--- src/rtl/coherence_bus_arbiter_pkg.sv ---
// coherence_bus_arbiter_pkg: shared types and constants for the snooping-bus controller
//   bus_state_t : controller FSM states
//   bus_op_t    : latched transaction kind
//   FS_*        : fill_src encodings reported with grant
package coherence_bus_arbiter_pkg;
  typedef enum logic [2:0] {IDLE, SNOOP, RESOLVE, MEM_WAIT, DONE} bus_state_t;
  typedef enum logic [1:0] {OP_RD, OP_WR, OP_INV} bus_op_t;
  localparam logic [1:0] FS_NONE = 2'b00;
  localparam logic [1:0] FS_MEM  = 2'b01;
  localparam logic [1:0] FS_PEER = 2'b10;
endpackage

--- src/rtl/coherence_bus_arbiter_rr_arbiter.sv ---
// rr_arbiter: combinational round-robin pick, first requester strictly after ptr
//   req        in  NUM_CPUS  request vector
//   ptr        in  PTR_W     index of the last served core
//   winner     out NUM_CPUS  one-hot winner
//   winner_idx out PTR_W     winner index
//   valid      out 1         any request present
module rr_arbiter #(
  parameter int NUM_CPUS = 4,
  parameter int PTR_W = 2
) (
  input  logic [NUM_CPUS-1:0] req,
  input  logic [PTR_W-1:0]    ptr,
  output logic [NUM_CPUS-1:0] winner,
  output logic [PTR_W-1:0]    winner_idx,
  output logic                valid
);
  logic [PTR_W-1:0] j;
  always_comb begin
    winner = '0;
    winner_idx = '0;
    valid = 1'b0;
    j = '0;
    for (int k = 1; k <= NUM_CPUS; k++) begin
      j = PTR_W'((int'(ptr) + k) % NUM_CPUS);
      if (!valid && req[j]) begin
        valid = 1'b1;
        winner_idx = j;
        winner[j] = 1'b1;
      end
    end
  end
endmodule

--- src/rtl/coherence_bus_arbiter.sv ---
// coherence_bus_arbiter: round-robin snooping-bus controller for NUM_CPUS caches
//   req_rd_miss/req_wr_miss/req_inv in  per-core level requests, req_addr per-core line address
//   grant        out one-hot completion pulse, with fill_data/fill_src
//   snoop_search/snoop_inv/snoop_addr out broadcast to non-owner cores
//   snoop_found/snoop_data in  peer hit responses, one cycle after search
//   mem_re/mem_addr out, mem_rdy/mem_rdata in  unified-memory read handshake
//   busy         out high whenever not IDLE
module coherence_bus_arbiter #(
  parameter int NUM_CPUS = 4,
  parameter int ADDR_W = 13,
  parameter int DATA_W = 16
) (
  input  logic                       clk,
  input  logic                       rst_n,
  input  logic [NUM_CPUS-1:0]        req_rd_miss,
  input  logic [NUM_CPUS-1:0]        req_wr_miss,
  input  logic [NUM_CPUS-1:0]        req_inv,
  input  logic [NUM_CPUS*ADDR_W-1:0] req_addr,
  output logic [NUM_CPUS-1:0]        grant,
  output logic [NUM_CPUS-1:0]        snoop_search,
  output logic [ADDR_W-1:0]          snoop_addr,
  input  logic [NUM_CPUS-1:0]        snoop_found,
  input  logic [NUM_CPUS*DATA_W-1:0] snoop_data,
  output logic [NUM_CPUS-1:0]        snoop_inv,
  output logic [DATA_W-1:0]          fill_data,
  output logic [1:0]                 fill_src,
  output logic                       mem_re,
  output logic [ADDR_W-1:0]          mem_addr,
  input  logic                       mem_rdy,
  input  logic [DATA_W-1:0]          mem_rdata,
  output logic                       busy
);
  import coherence_bus_arbiter_pkg::*;
  localparam int PTR_W = NUM_CPUS > 1 ? $clog2(NUM_CPUS) : 1;
  bus_state_t state, state_nx;
  bus_op_t op_q, win_op;
  logic [PTR_W-1:0] rr_ptr, owner, win_idx;
  logic [NUM_CPUS-1:0] mask, req_any, win_oh, owner_oh, others, hits;
  logic win_valid, peer_hit;
  logic [ADDR_W-1:0] addr_q, win_addr;
  logic [DATA_W-1:0] peer_data;
  // The just-served core is masked for one IDLE cycle while its request drains.
  assign req_any = (req_rd_miss | req_wr_miss | req_inv) & ~mask;
  rr_arbiter #(.NUM_CPUS(NUM_CPUS), .PTR_W(PTR_W)) u_arb (
    .req(req_any),
    .ptr(rr_ptr),
    .winner(win_oh),
    .winner_idx(win_idx),
    .valid(win_valid)
  );
  assign win_op = |(req_inv & win_oh) ? OP_INV : |(req_wr_miss & win_oh) ? OP_WR : OP_RD;
  assign win_addr = req_addr[win_idx*ADDR_W +: ADDR_W];
  assign owner_oh = NUM_CPUS'(1) << owner;
  assign others = ~owner_oh;
  assign hits = snoop_found & others;
  assign peer_hit = |hits;
  assign busy = state != IDLE;
  // Descending scan so the lowest-index hitting core supplies the data.
  always_comb begin
    peer_data = '0;
    for (int i = NUM_CPUS - 1; i >= 0; i--)
      if (hits[i]) peer_data = snoop_data[i*DATA_W +: DATA_W];
  end
  always_comb begin
    state_nx = state;
    grant = '0;
    snoop_search = '0;
    snoop_inv = '0;
    snoop_addr = '0;
    mem_re = 1'b0;
    mem_addr = '0;
    case (state)
      IDLE: state_nx = win_valid ? SNOOP : IDLE;
      SNOOP: begin
        state_nx = op_q == OP_INV ? DONE : RESOLVE;
        snoop_addr = addr_q;
        snoop_inv = op_q == OP_INV ? others : '0;
        snoop_search = op_q == OP_INV ? '0 : others;
      end
      RESOLVE: begin
        state_nx = peer_hit ? DONE : MEM_WAIT;
        // A write miss served by a peer invalidates every other copy right away.
        snoop_inv = op_q == OP_WR && peer_hit ? others : '0;
        snoop_addr = op_q == OP_WR && peer_hit ? addr_q : '0;
      end
      MEM_WAIT: begin
        state_nx = mem_rdy ? DONE : MEM_WAIT;
        mem_re = 1'b1;
        mem_addr = addr_q;
      end
      DONE: begin
        state_nx = IDLE;
        grant = owner_oh;
      end
      default: state_nx = IDLE;
    endcase
  end
  always_ff @(posedge clk or negedge rst_n) begin
    if (!rst_n) begin
      state <= IDLE;
      rr_ptr <= PTR_W'(NUM_CPUS - 1);
      mask <= '0;
      owner <= '0;
      op_q <= OP_RD;
      addr_q <= '0;
      fill_data <= '0;
      fill_src <= FS_NONE;
    end else begin
      state <= state_nx;
      case (state)
        IDLE: begin
          mask <= '0;
          if (win_valid) begin
            owner <= win_idx;
            op_q <= win_op;
            addr_q <= win_addr;
          end
        end
        SNOOP: if (op_q == OP_INV) fill_src <= FS_NONE;
        RESOLVE: if (peer_hit) begin
          fill_data <= peer_data;
          fill_src <= FS_PEER;
        end
        MEM_WAIT: if (mem_rdy) begin
          fill_data <= mem_rdata;
          fill_src <= FS_MEM;
        end
        DONE: begin
          rr_ptr <= owner;
          mask <= owner_oh;
        end
        default: ;
      endcase
    end
  end
endmodule

--- config.mk ---
export PLATFORM = sky130hd
export DESIGN_NAME = coherence_bus_arbiter
export DESIGN_NICKNAME = d
export VERILOG_FILES = /design/src/rtl/coherence_bus_arbiter_pkg.sv /design/src/rtl/coherence_bus_arbiter_rr_arbiter.sv /design/src/rtl/coherence_bus_arbiter.sv
export SDC_FILE = /design/constraint.sdc
export NUM_CORES = 1
export LEC_CHECK = 0
export ABC_AREA = 1
export CAP_MARGIN = 10
export CORE_ASPECT_RATIO = 0.75
export CORE_MARGIN = 2
export CORE_UTILIZATION = 44
export DETAILED_ROUTE_END_ITERATION = 12
export GPL_TIMING_DRIVEN = 0
export PLACE_DENSITY = 0.87
export SLEW_MARGIN = 20
export SYNTH_ARGS = -nofsm -noshare
export SYNTH_HDL_FRONTEND = slang
export SYNTH_HIERARCHICAL = 1
export SYNTH_SLANG_ARGS = --single-unit
export TNS_END_PERCENT = 5
--- constraint.sdc ---
create_clock -name clk -period 7 [get_ports clk]
set_input_delay 2.1 -clock clk [delete_from_list [all_inputs] [get_ports clk]]
set_output_delay 2.1 -clock clk [all_outputs]
set_load 0.01 [all_outputs]
==> reports/metrics.cfg <==
[outcome]
status = completed

[yosys]
synth_flop_cell = dfrtp_1
syn_area_per_cell_sq_um = 6.41
synthCells = 639
synth_area_sq_mm = 0.00410
synth_edf_count = 0
synth_fp_nets = 798
synth_cell_types = 35
synthArstFlopShare_pct = 100
ys_warn_count = 6
ys_seq_area_share_pct = 26.9
ys_ff_latch = 44

[power_and_ir_drop]
cellPowerDensity_mw_per_mm2 = 424
p_sw_share_pct = 51.3
power_switching_mw = 1.41
power_frac_seq_pct = 16.6
peakVddDrop_mv = 0.186
comb_power_share_pct = 73.3
power.leakage_nw = 3.09
p_int_mw = 1.34
clkPwrFrac_pct = 10.1

[die]
boundaryPins = 209
fp.dieArea_sq_mm = 0.0101
die_w_um = 115
rows = 30
core_sq_mm = 0.00905
start_util_pct = 45.3
die_h_um = 87.6

[global_routing]
antenna_found_initial = 0
grt_max_degree = 34
grtUsageTotal_pct = 31.3
grt_overflow = 0
grt_pass1_wl_um = 24900
grt_pass1_vias = 5125

[clock_network]
cts_made_buffers = 5
hold_buffers = 0
clock_latency_ns = 0.29
cts_sinks = 44
clkTransAtPathRegs_ns = 0.06
cts_tree = done
clk_path_buf_depth = 2
cts-root-buf = clkbuf_16
cts_setup_buffers = 0
cts_resized = 0
cts_htree_levels = 2

[setup_path]
ff2ff_path_depth = 15
critical_path.reg2reg.endpoint = addr_q[7]
cp.required_ns = 4.90
cp-start-kind = primary input
arrival_ns = 4.01
r2r_slack_ns = 3.55
worst-setup-path-type = in2out
cp_max_fo = 10
r2r-start = rr_ptr[1]
crit_path_end_kind = primary output

[finish]
nFillCells = 743
antenna_cells = 0
regArea_sq_mm = 0.00110
multiInputGateArea_sq_mm = 0.00254
area_delta_synth_final_pct = 58.6
nets = 1011
final_layout_size_suffix_gt1_share_pct = 8.68

[timing]
clock_skew_ns = 0.00761
setup_viol = 0
post-route-period-util_pct = 87.3
period_minus_slack_ns = 6.11
rsz0062_at_grt = false
timing.hold.ws_ns = 0.491
slew_violations = 0
tns_ns = 0
timing.fmax_ghz = 0.164
max_slew_margin_pct = 45.5
hold_viol_final = 0
worstMarginPinSlew_ns = 0.810

[drt]
routedWlPerCell_um = 16.4
drt_iter0_markers = 346
dr.pass1.iters = 6
drt-total-wl_um = 16100
num_vias = 5304
drc = 0
drtAntennaViolNets = 0
viasPerCell = 5.41

[placement]
portBuffers = 205
post-dp-hpwl_um = 12900
gp_congestion = 0.927

[hold_path]
whs_path_depth = 2
hold_start = mask[3]
worstHoldPathType = reg2reg
hold_end = mask[3]

[job]
drv_cap = 0

[synthesized netlist by cell type (8+ instances only)]
cell type | count | share of area, %
buf_2 | 18 | 2.2
a21oi_1 | 44 | 5.4
nand4_1 | 9 | 1.4
or2_0 | 10 | 1.5
nand2_2 | 11 | 1.7
ha_1 | 8 | 2.4
inv_1 | 47 | 4.3
nor2_1 | 62 | 5.7
clkbuf_1 | 11 | 1.0
o22ai_1 | 13 | 2.0
nand2_1 | 164 | 15
mux2i_1 | 13 | 3.2
nand3b_1 | 16 | 2.9
dfrtp_1 | 42 | 26
nand3_1 | 86 | 11
o21ai_0 | 32 | 3.9
[placed cells by master (no fill, tap or decap), types with 10 or more instances in the layout]
cell and count:
clkdlybuf4s50_1 204, nand2_1 164, nand3_1 86, nor2_1 62, inv_1 47, a21oi_1 44
dfrtp_1 42, o21ai_0 32, buf_2 19, nand3b_1 16, mux2i_1 13, o22ai_1 13
nand2_2 11, clkbuf_1 11, or2_0 10
[stage by stage]
stage	area (sq um)	std cells	setup slack, ns	util (%)	total power [mW]
CTS	6490	981	0.868	71.8	2.72
global route	6490	981	0.800	71.8	2.97
finish	6490	981	0.888	71.8	2.75
floorplan	4100	639	1.90	-	1.73
detailed placement	6320	973	0.873	69.9	2.43
global placement	6310	972	0.867	69.7	2.39
[layer usage]
layer	share of wire (%)	up-vias	track usage, %	routed length (um)
met1	40	2423	39.9	6500
met4	3.6	0	11.7	572
met2	46	315	52.4	7320
met5	0	-	0	0
met3	10	48	6.99	1660
li1	-	2518	-	-
[critical path, stage by stage]
cell,delay (ns)
clkdlybuf4s50_1,0.47
nand2_2,0.13
nand4_1,0.18
nand4_4,0.17
buf_6,0.21
a21oi_1,0.18
clkdlybuf4s50_1,0.56
[worst max path at each step]
stage,start,end,cells past startpoint
final,snoop_found[0],snoop_addr[3],7
after global routing,snoop_found[0],snoop_addr[0],7
after CTS,snoop_found[0],snoop_addr[3],7
after detailed placement,snoop_found[0],snoop_addr[3],7
after global placement,snoop_found[0],snoop_addr[3],7
after floorplan,snoop_found[1],snoop_addr[0],6
[power groups by stage]
stage | sequential (mW) | combinational, mW | clock [mW]
after detailed placement | 0.457 | 1.97 | 0
after floorplan | 0.462 | 1.26 | 0
after CTS | 0.455 | 1.99 | 0.279
after global routing | 0.468 | 2.21 | 0.288
after global placement | 0.452 | 1.93 | 0
final | 0.458 | 2.02 | 0.279
[cells by family after synthesis]
group	after synthesis	share of synthesized area, %
simple gates	377	43.2
compound gates	100	13.2
buf+inv	97	11.0
flops	44	26.9
mux	13	3.18
fa+ha+maj	8	2.44
[area by class of cell]
class | instances | area share (%)
buffer | 42 | 3.66
clock buffer | 5 | 1.93
clock inverter | 3 | 0.713
inverter | 55 | 3.29
multi-input combinational | 498 | 39.1
sequential | 44 | 17.0
tap | 128 | 2.47
timing repair buffer | 206 | 31.8
[registers in the layout, indices dropped and copies added, names as in the netlist]
name,flops
state,3
owner,2
rr_ptr,2
addr_q,13
fill_src,2
fill_data,16
mask,4
op_q,2
Power figures use the tool's default switching activity.
